### src/rtl/ysyx_041461_mem_stage_pkg.sv
// Shared encodings for the MEM stage: memory-op codes, trap codes, FSM states.
package ysyx_041461_mem_stage_pkg;

  localparam int ADDR_W = 64;
  localparam int DATA_W = 64;

  // MEM_ctrl operation codes
  localparam logic [3:0] MEM_NOP = 4'd0;
  localparam logic [3:0] MEM_LB  = 4'd1;
  localparam logic [3:0] MEM_LH  = 4'd2;
  localparam logic [3:0] MEM_LW  = 4'd3;
  localparam logic [3:0] MEM_LD  = 4'd4;
  localparam logic [3:0] MEM_LBU = 4'd5;
  localparam logic [3:0] MEM_LHU = 4'd6;
  localparam logic [3:0] MEM_LWU = 4'd7;
  localparam logic [3:0] MEM_SB  = 4'd8;
  localparam logic [3:0] MEM_SH  = 4'd9;
  localparam logic [3:0] MEM_SW  = 4'd10;
  localparam logic [3:0] MEM_SD  = 4'd11;

  // Trap codes (values follow the RISC-V exception cause numbers)
  localparam logic [3:0] TRAP_NOP                = 4'd0;
  localparam logic [3:0] TRAP_LOAD_MISALIGN      = 4'd4;
  localparam logic [3:0] TRAP_LOAD_ACCESS_FAULT  = 4'd5;
  localparam logic [3:0] TRAP_STORE_MISALIGN     = 4'd6;
  localparam logic [3:0] TRAP_STORE_ACCESS_FAULT = 4'd7;

  // FSM state encoding
  localparam logic [1:0] ST_IDLE = 2'd0;
  localparam logic [1:0] ST_REQ  = 2'd1;
  localparam logic [1:0] ST_RESP = 2'd2;
  localparam logic [1:0] ST_DONE = 2'd3;

endpackage

### src/rtl/ysyx_041461_mem_stage_align.sv
// Combinational alignment helper: misalignment check, store data/mask
// lane placement and load data extraction/extension.
module ysyx_041461_mem_align
  import ysyx_041461_mem_stage_pkg::*;
(
  input  logic [3:0]        op,
  input  logic [2:0]        off,
  input  logic [DATA_W-1:0] wdata,
  input  logic [DATA_W-1:0] rdata,
  output logic              is_load,
  output logic              is_store,
  output logic              misalign,
  output logic [DATA_W-1:0] wdata_sh,
  output logic [7:0]        wmask,
  output logic [DATA_W-1:0] load_ext
);

  logic [1:0]        size;
  logic [DATA_W-1:0] rsh;

  // Decode op class and access size (0=B,1=H,2=W,3=D); unknown codes act as NOP
  always_comb begin
    is_load  = 1'b0;
    is_store = 1'b0;
    size     = 2'd0;
    case (op)
      MEM_LB, MEM_LBU: begin is_load  = 1'b1; size = 2'd0; end
      MEM_LH, MEM_LHU: begin is_load  = 1'b1; size = 2'd1; end
      MEM_LW, MEM_LWU: begin is_load  = 1'b1; size = 2'd2; end
      MEM_LD:          begin is_load  = 1'b1; size = 2'd3; end
      MEM_SB:          begin is_store = 1'b1; size = 2'd0; end
      MEM_SH:          begin is_store = 1'b1; size = 2'd1; end
      MEM_SW:          begin is_store = 1'b1; size = 2'd2; end
      MEM_SD:          begin is_store = 1'b1; size = 2'd3; end
      default: ;
    endcase
  end

  // Natural-alignment check and store lane placement
  always_comb begin
    case (size)
      2'd1:    misalign = off[0];
      2'd2:    misalign = |off[1:0];
      2'd3:    misalign = |off;
      default: misalign = 1'b0;
    endcase
    wdata_sh = wdata << {off, 3'b000};
    case (size)
      2'd0:    wmask = 8'h01;
      2'd1:    wmask = 8'h03;
      2'd2:    wmask = 8'h0F;
      default: wmask = 8'hFF;
    endcase
    wmask = is_store ? (wmask << off) : 8'h00;
  end

  // Bring the addressed bytes down to bit 0, then sign/zero extend
  always_comb begin
    rsh = rdata >> {off, 3'b000};
    case (op)
      MEM_LB:  load_ext = {{56{rsh[7]}},  rsh[7:0]};
      MEM_LH:  load_ext = {{48{rsh[15]}}, rsh[15:0]};
      MEM_LW:  load_ext = {{32{rsh[31]}}, rsh[31:0]};
      MEM_LD:  load_ext = rsh;
      MEM_LBU: load_ext = {56'd0, rsh[7:0]};
      MEM_LHU: load_ext = {48'd0, rsh[15:0]};
      MEM_LWU: load_ext = {32'd0, rsh[31:0]};
      default: load_ext = '0;
    endcase
  end

endmodule

### src/rtl/ysyx_041461_mem_stage.sv
// MEM stage: issues loads/stores on a valid/ready port and stalls the
// pipeline until the response returns. Non-accesses pass through with zero
// latency. Optional macro YSYX_041461_MEM_ACCESS_FAULT_EN turns rsp_err into
// an access-fault trap; otherwise rsp_err is ignored.
module ysyx_041461_mem_stage
  import ysyx_041461_mem_stage_pkg::*;
(
  input  logic              clk,
  input  logic              rst,
  input  logic              in_valid,
  input  logic [3:0]        in_mem_ctrl,
  input  logic [ADDR_W-1:0] in_addr,
  input  logic [DATA_W-1:0] in_wdata,
  input  logic [3:0]        in_trap,
  output logic              mem_stall,
  output logic              req_valid,
  input  logic              req_ready,
  output logic              req_wen,
  output logic [ADDR_W-1:0] req_addr,
  output logic [DATA_W-1:0] req_wdata,
  output logic [7:0]        req_wmask,
  input  logic              rsp_valid,
  input  logic [DATA_W-1:0] rsp_rdata,
  input  logic              rsp_err,
  output logic              out_valid,
  output logic [DATA_W-1:0] out_load_data,
  output logic [3:0]        out_trap
);

  logic [1:0]        state_q, state_d;
  logic [DATA_W-1:0] ldata_q, ldata_d;
  logic [3:0]        trap_q, trap_d;
  logic              is_load, is_store, misalign, access;
  logic [DATA_W-1:0] load_ext;

  ysyx_041461_mem_align u_align (
    .op       (in_mem_ctrl),
    .off      (in_addr[2:0]),
    .wdata    (in_wdata),
    .rdata    (rsp_rdata),
    .is_load  (is_load),
    .is_store (is_store),
    .misalign (misalign),
    .wdata_sh (req_wdata),
    .wmask    (req_wmask),
    .load_ext (load_ext)
  );

  // Request fields come straight from the held MEM register contents
  assign req_addr = {in_addr[ADDR_W-1:3], 3'b000};
  assign req_wen  = is_store;
  assign access   = in_valid && (is_load || is_store) && (in_trap == TRAP_NOP) && !misalign;

`ifndef YSYX_041461_MEM_ACCESS_FAULT_EN
  logic unused_rsp_err;
  assign unused_rsp_err = rsp_err;
`endif

  // Access FSM, stall/handshake outputs and result selection
  always_comb begin
    state_d       = state_q;
    ldata_d       = ldata_q;
    trap_d        = trap_q;
    mem_stall     = 1'b0;
    req_valid     = 1'b0;
    out_valid     = 1'b0;
    out_load_data = '0;
    out_trap      = TRAP_NOP;
    case (state_q)
      ST_IDLE: begin
        if (access) begin
          mem_stall = 1'b1;
          state_d   = ST_REQ;
        end else begin
          out_valid = in_valid;
          if (in_trap != TRAP_NOP)
            out_trap = in_trap;
          else if (in_valid && misalign)
            out_trap = is_store ? TRAP_STORE_MISALIGN : TRAP_LOAD_MISALIGN;
        end
      end
      ST_REQ: begin
        mem_stall = 1'b1;
        req_valid = 1'b1;
        if (req_ready) state_d = ST_RESP;
      end
      ST_RESP: begin
        mem_stall = 1'b1;
        if (rsp_valid) begin
          ldata_d = load_ext;
          trap_d  = TRAP_NOP;
`ifdef YSYX_041461_MEM_ACCESS_FAULT_EN
          if (rsp_err) begin
            ldata_d = '0;
            trap_d  = is_store ? TRAP_STORE_ACCESS_FAULT : TRAP_LOAD_ACCESS_FAULT;
          end
`endif
          state_d = ST_DONE;
        end
      end
      default: begin
        out_valid     = 1'b1;
        out_load_data = ldata_q;
        out_trap      = trap_q;
        state_d       = ST_IDLE;
      end
    endcase
    // Reset masks everything seen by the WB register and the memory
    if (rst) begin
      mem_stall = 1'b0;
      req_valid = 1'b0;
      out_valid = 1'b0;
      out_trap  = TRAP_NOP;
    end
  end

  // State and captured-result registers
  always_ff @(posedge clk) begin
    if (rst) begin
      state_q <= ST_IDLE;
      ldata_q <= '0;
      trap_q  <= TRAP_NOP;
    end else begin
      state_q <= state_d;
      ldata_q <= ldata_d;
      trap_q  <= trap_d;
    end
  end

endmodule

### config.mk
export PLATFORM = sky130hd
export DESIGN_NAME = ysyx_041461_mem_stage
export DESIGN_NICKNAME = d
export VERILOG_FILES = /design/src/rtl/ysyx_041461_mem_stage_pkg.sv /design/src/rtl/ysyx_041461_mem_stage_align.sv /design/src/rtl/ysyx_041461_mem_stage.sv
export SDC_FILE = /design/constraint.sdc
export NUM_CORES = 1
export LEC_CHECK = 0
export ABC_AREA = 0
export CAP_MARGIN = 20
export CORE_AREA = 2 2 159 161
export CTS_CLUSTER_SIZE = 20
export DETAILED_ROUTE_END_ITERATION = 12
export DIE_AREA = 0 0 161 163
export PLACE_DENSITY_LB_ADDON = 0.2
export REMOVE_ABC_BUFFERS = 1
export SLEW_MARGIN = 25
export SYNTH_ARGS = -nofsm -noshare
export SYNTH_HDL_FRONTEND = slang
export SYNTH_SLANG_ARGS = --single-unit
### constraint.sdc
create_clock -name clk -period 2.19 [get_ports clk]
set_input_delay 0.219 -clock clk [delete_from_list [all_inputs] [get_ports clk]]
set_output_delay 0.219 -clock clk [all_outputs]
set_load 0.02 [all_outputs]
==> impl_metrics.toml, run 1 <==
[power]
clkPwrFrac_pct = 30.1
peakVddDrop_mv = 0.228
sw_frac_of_total_pct = 33.2
finalPower_uw = 4230
p_int_uw = 2830
pwr-share-seq_pct = 28.8
p_per_area_mw_per_mm2 = 395
cellLeakagePower_uw = 0.00486
p_switching_uw = 1410
power_frac_comb_pct = 41.1

[route]
vias_per_cell = 5.11
wl_per_cell_um = 20.9
drtAntennaViolNets = 0
drtIter0Drc = 369
drtPass1Iterations = 5
drc = 0
num_vias = 8078
wl_um = 33000

[worst_setup_path]
cp_slowest_cell = "clkdlybuf4s50_1"
start_kind = "input port"
critPathBufInv = 2
endpoint_kind = "output port"
critPathKind = "input port to output port"
critical_path_required_ps = 1970
worstPathArrival_ps = 1890
crit_family = "buffers and inverters"
cp_common_cell = "clkdlybuf4s50_1"
critical_path.max_stage_delay_ps = 620
path_max_fanout = 4
path_cells = "clkdlybuf4s50_1 > mux2i_1 > nand2_1 > o21ai_0 > nor2_1 > clkdlybuf4s50_1"

[die]
dieHeight_um = 163
coreArea_sq_mm = 0.0247
io-pin-count = 414
start_util_pct = 28.5
die_area_sq_mm = 0.0262
fp-row-count = 58
fp.dieW_um = 161

[clock_tree]
cts_buffer_depth = 2
clock_latency_ps = 330
cts.sinks = 66
cts_buffers = 9
htree_num_levels = 3
clk_pin_slew_ps = 50
cts_tree = "yes"
cts_root_buffer = "clkbuf_16"

[synth]
synthCells = 995
synth_area_leaders = "dfxtp_1 (19%), mux2i_1 (12%), buf_4 (7.7%)"
synth_top_cell_by_area = "dfxtp_1"
syn_area_per_cell_sq_um = 7.07
synth.cell_area_sq_mm = 0.00703
async_flop_share_pct = 0
synth-compound-area-share_pct = 23.0
synth_cell_types = 55
synth_edf_count = 0
synthAdderAreaFrac_pct = 0.890
ys_seq_area_share_pct = 18.8
yosys.area_share.xor_xnor_pct = 0
netlist.area_leader.share_pct = 18.8
ys.flop_type = "dfxtp_1"
yosysWarningCount = 0
synth_seq_cells = 66
synth_top_family_by_area = "simple AND/OR/NAND/NOR gates"
yosys.area_share.simple_pct = 25.5
yosys-mux-area-fraction_pct = 18.7

[global_route]
antenna_found_initial = 1
grt.total_usage_pct = 24.4
grt_first_pass_wirelength_um = 48600
grt_pass1_vias = 8070
grt_overflow = 0
grt_max_degree = 89

[place]
numPortBuffers = 287
place.gp.congestion = 0.823
dpl_cell_area_sq_mm = 0.0104
dp_slack_ps = -551
post-dp-hpwl_um = 25500

[cells_and_area]
fin_nets = 1461
drive_above_1_share_pct = 15.2
fin_area_sq_mm = 0.0107
final.fill_count = 2623
area_growth_pct = 52.3

[timing]
hold_viol = 0
relSlewSlack_pct = 63.3
worst_pin_slew_ps = 550
period_needed_ps = 2110
whs_ps = 428
max_freq_mhz = 474
setup_viol = 0
finalCritPeriodShare_pct = 96.3
finalClockSkew_ps = 5.79
rsz0062_at_grt = "true"
layout_setup_ws_ps = 80.5
slew_violations = 0

[hold_path]
hp-class = "flop to flop"

[run]
drv_cap = 0

[run_status]
status = "completed"
[worst register-to-register path, cell delays in order, from the launching register on]
cell and delay, ps:
dfxtp_2 360, inv_1 90, ha_1 160, nand2_1 110
nor4_2 320, buf_4 250, nand2_1 240, o211ai_1 250
[metrics by stage]
stage	setup TNS, ps	cells	util [%]
floorplan	-61430	847	-
global placement	-12880	1566	42.1
detailed placement	-14310	1566	42.1
CTS	0	1581	43.2
global route	-1.85	1582	43.4
finish	0	1582	43.4
[placed cells by master (no fill, tap or decap), types with 9 or more instances in the layout]
| cell type | n |
|---|---|
| mux2_2 | 34 |
| a21oi_1 | 83 |
| a211oi_1 | 21 |
| a31oi_1 | 11 |
| dfxtp_1 | 64 |
| and3_1 | 10 |
| buf_4 | 90 |
| nor2_1 | 136 |
| inv_1 | 9 |
| mux2i_1 | 84 |
| clkdlybuf4s50_1 | 207 |
| o22ai_1 | 18 |
| nand2_1 | 112 |
| dlygate4sd2_1 | 48 |
| nand3_1 | 11 |
| clkbuf_16 | 9 |
| o21ai_0 | 39 |
| o21ai_1 | 32 |
| a221o_1 | 9 |
| dlymetal6s2s_1 | 21 |
| and2_1 | 78 |
| buf_12 | 13 |
[kinds of logic (layout without fill, tap and decap cells)]
group	count (synthesis)	after routing
AND/OR/NAND/NOR	380	380
AO/OA/AOI/OAI	261	261
buffers and inverters	159	413
multiplexers	123	123
flip-flops	66	66
adder cells (fa/ha/maj)	5	5
other	1	4
[flip-flops by register name, indices dropped and copies added, names as in the netlist]
| name | cells |
|---|---|
| ldata_q | 64 |
| state_q | 2 |
[power by group through the flow]
stage               Combinational, uW  Sequential (uW)  Clock [uW]
floorplan                         753             1240           0
finish                           1740             1220        1270
global placement                 1760             1240           0
global route                     1880             1220        1340
detailed placement               1760             1240           0
CTS                              1760             1220        1300
[Yosys cell counts (2+ instances only)]
| library cell | number |
|---|---|
| nand3_1 | 11 |
| nor4_1 | 2 |
| buf_4 | 72 |
| and2_1 | 78 |
| nand2b_1 | 8 |
| mux2_2 | 34 |
| mux2i_1 | 84 |
| a22o_1 | 8 |
| nor2b_1 | 7 |
| a221oi_1 | 2 |
| a211o_1 | 4 |
| buf_6 | 5 |
| inv_1 | 9 |
| dfxtp_1 | 66 |
| o21ai_0 | 40 |
| mux4_2 | 3 |
| o21ai_1 | 31 |
| o21ba_2 | 7 |
| a211oi_1 | 21 |
| clkbuf_1 | 51 |
| o211ai_1 | 8 |
| nor3_1 | 5 |
| nand2_1 | 112 |
| a31oi_1 | 11 |
| nor2_1 | 138 |
| ha_1 | 5 |
| a21oi_1 | 84 |
| buf_1 | 12 |
| a221o_1 | 9 |
| buf_2 | 10 |
| o22ai_1 | 18 |
| a22oi_1 | 8 |
| and3_1 | 10 |
[final cells by class]
| cell class | count | area, sq um | share of cell area [%] |
|---|---|---|---|
| clock inverter | 1 | 5.00 | 0.0467 |
| timing repair buffer | 392 | 3830 | 35.8 |
| multi-input combinational | 772 | 4860 | 45.4 |
| sequential | 66 | 1320 | 12.4 |
| tap | 330 | 413 | 3.86 |
| clock buffer | 11 | 243 | 2.27 |
| antenna | 1 | 2.50 | 0.0234 |
| inverter | 9 | 33.8 | 0.315 |
[layer usage]
layer | wire (um) | vias up | track usage [%] | share of wire, %
met5 | 191 | - | 5.87 | 0.58
met4 | 391 | 6 | 5.15 | 1.2
met3 | 3770 | 29 | 11.1 | 11
met2 | 14300 | 432 | 37.5 | 43
met1 | 14300 | 3693 | 31.0 | 43
li1 | - | 3918 | - | -
[final timing paths]
check / to / cells past startpoint / startpoint / slack [ps]
max: req_wdata[31] / 6 / in_wdata[7] / 80
min: ldata_q[50] / 2 / ldata_q[50] / 430
max reg2reg: ldata_q[25] / 7 / state_q[0] / 330
min reg2reg: ldata_q[50] / 2 / ldata_q[50] / 430
[repair_timing]
action	4_1_cts	5_1_grt
pin swaps	4	3
setup buffers	2	0
resized for setup	73	31
hold buffers	0	0
endpoints found under the setup margin	112	31
gates cloned	1	0
No activity file was read; power rests on OpenSTA's default activity.
==> run 2, diff against run 1 <==
Clock period 2.19 ns to 2.3 ns, I/O delays scaled along.
==> impl_metrics.toml, run 2 (synthesized netlist as in run 1, its figures left out) <==
[global_route]
grtUsageMet1_pct = 30.1
gr-max-usage-layer = "met2"
grtUsageMet3_pct = 11.6
grt_pass1_vias = 7742
antenna_found_initial = 1
grt_max_degree = 89
grt.total_usage_pct = 23.7
use_met2_pct = 36.2
grt_overflow = 0
grt_first_pass_wirelength_um = 47300

[clock_tree]
clock_latency_ps = 340
cts_buffer_depth = 2
htree_num_levels = 3
cts_tree = "yes"
clk_pin_slew_ps = 60
cts.sinks = 66
hold_buffers = 0
cts_root_buffer = "clkbuf_16"
cts_buffers = 9

[route]
drc = 0
vias_per_cell = 5.11
num_vias = 8016
wl_per_cell_um = 21.0
wl_um = 33000
drtPass1Iterations = 4
drtAntennaViolNets = 0
drtIter0Drc = 410

[power]
peakVddDrop_mv = 0.260
cellLeakagePower_uw = 0.00455
p_per_area_mw_per_mm2 = 398
finalPower_uw = 4210

[timing]
fin_setup_tns_ps = 0
finalCritPeriodShare_pct = 96.4
finalClockSkew_ps = 8.68
worst_pin_slew_ps = 575
setup_viol = 0
relSlewSlack_pct = 61.7
slew_violations = 0
hold_viol = 0
period_needed_ps = 2220
rsz0062_at_grt = "false"
max_freq_mhz = 451

[die]
die_area_sq_mm = 0.0262
dieHeight_um = 163
fp-row-count = 58
fp.dieW_um = 161
coreArea_sq_mm = 0.0247
io-pin-count = 414
start_util_pct = 28.5

[worst_setup_path]
path_cells = "buf_6 > buf_8 > buf_4 > mux2i_1 > nor2_1 > a21oi_1 > o21ai_0 > clkdlybuf4s50_1"
crit_family = "buffers and inverters"
endpoint_kind = "output port"
worstPathArrival_ps = 1990
path_max_fanout = 19
reg2reg_depth = 7
cp_slowest_cell = "clkdlybuf4s50_1"
worst-path-stages = 8
rrSetupSlack_ps = 300
critPathBufInv = 4
critical_path_required_ps = 2070
critPathKind = "input port to output port"
r2r_end = "ldata_q[24]"
r2r-start = "state_q[0]"
critical_path.max_stage_delay_ps = 600
start_kind = "input port"

[cells_and_area]
largest_reg_flops = 64
area_growth_pct = 50.6
fin_nets = 1443
top_register = "ldata_q"
mostFrequentLayoutCell = "clkdlybuf4s50_1"
final_cell_mix = "clkdlybuf4s50_1 (250), nor2_1 (136), nand2_1 (112)"
top_regs = "ldata_q x64, state_q x2"
drive_above_1_share_pct = 14.2

[place]
post-dp-hpwl_um = 25200
numPortBuffers = 287
place.gp.congestion = 0.813

[run]
drv_cap = 0

[hold_path]
hold_depth = 2
hold_end = "ldata_q[45]"
hp-start = "ldata_q[45]"
hp-class = "flop to flop"

[run_status]
status = "completed"
-- run 2: repair_timing --
| item | CTS | global route |
|---|---|---|
| buffers inserted | 0 | 0 |
| gates cloned | 0 | 1 |
| endpoints found under the hold margin | 0 | 0 |
| setup endpoints to repair | 34 | 73 |
| resized for setup | 33 | 23 |
-- run 2: cell type report --
class	count	area (sq um)
diodes	1	2.50
clock buffers	10	239
clock inverters	6	65.1
fillers	2585	14100
inverters	9	33.8
multi-input cells	772	4850
flip-flops and latches	66	1320
well taps	330	413
repair buffers	374	3660
-- run 2: through the flow --
stage	instance area [sq um]	util, %	hold slack [ps]	cells	setup slack [ps]
final	10600	42.9	429	1568	83.5
after global placement	10200	41.4	419	1550	-449
after CTS	10500	42.6	433	1566	0.815
after global routing	10600	42.9	456	1568	2.65
after floorplan	6160	-	302	847	-1410
after detailed placement	10200	41.4	422	1550	-513
-- run 2: worst reg2reg max path, stage by stage, from the launching register on --
cell,delay [ps]
dfxtp_2,360
inv_1,90
ha_1,270
nand2_1,150
nor4_2,310
buf_4,260
nand2_1,250
o211ai_1,240
-- run 2: report_power, final --
| part | internal [uW] | switching (uW) |
|---|---|---|
| clock network | 870 | 542 |
| registers | 1150 | 10.7 |
| logic | 798 | 838 |
-- run 2: worst max path at each step --
stage                               from                 to  slack, ps
final                         in_addr[1]      req_wdata[34]         80
after global routing         in_wdata[5]      req_wdata[61]          3
after CTS                     state_q[0]  out_load_data[25]        0.8
after detailed placement  in_mem_ctrl[0]          mem_stall       -510
after global placement    in_mem_ctrl[0]          mem_stall       -450
after floorplan               state_q[0]        ldata_q[24]      -1410
-- run 2: routing by layer --
metal | wire [um] | vias to the layer above
met5 | 227 | -
met4 | 447 | 6
met3 | 3740 | 32
met2 | 14100 | 420
met1 | 14400 | 3678
li1 | - | 3880
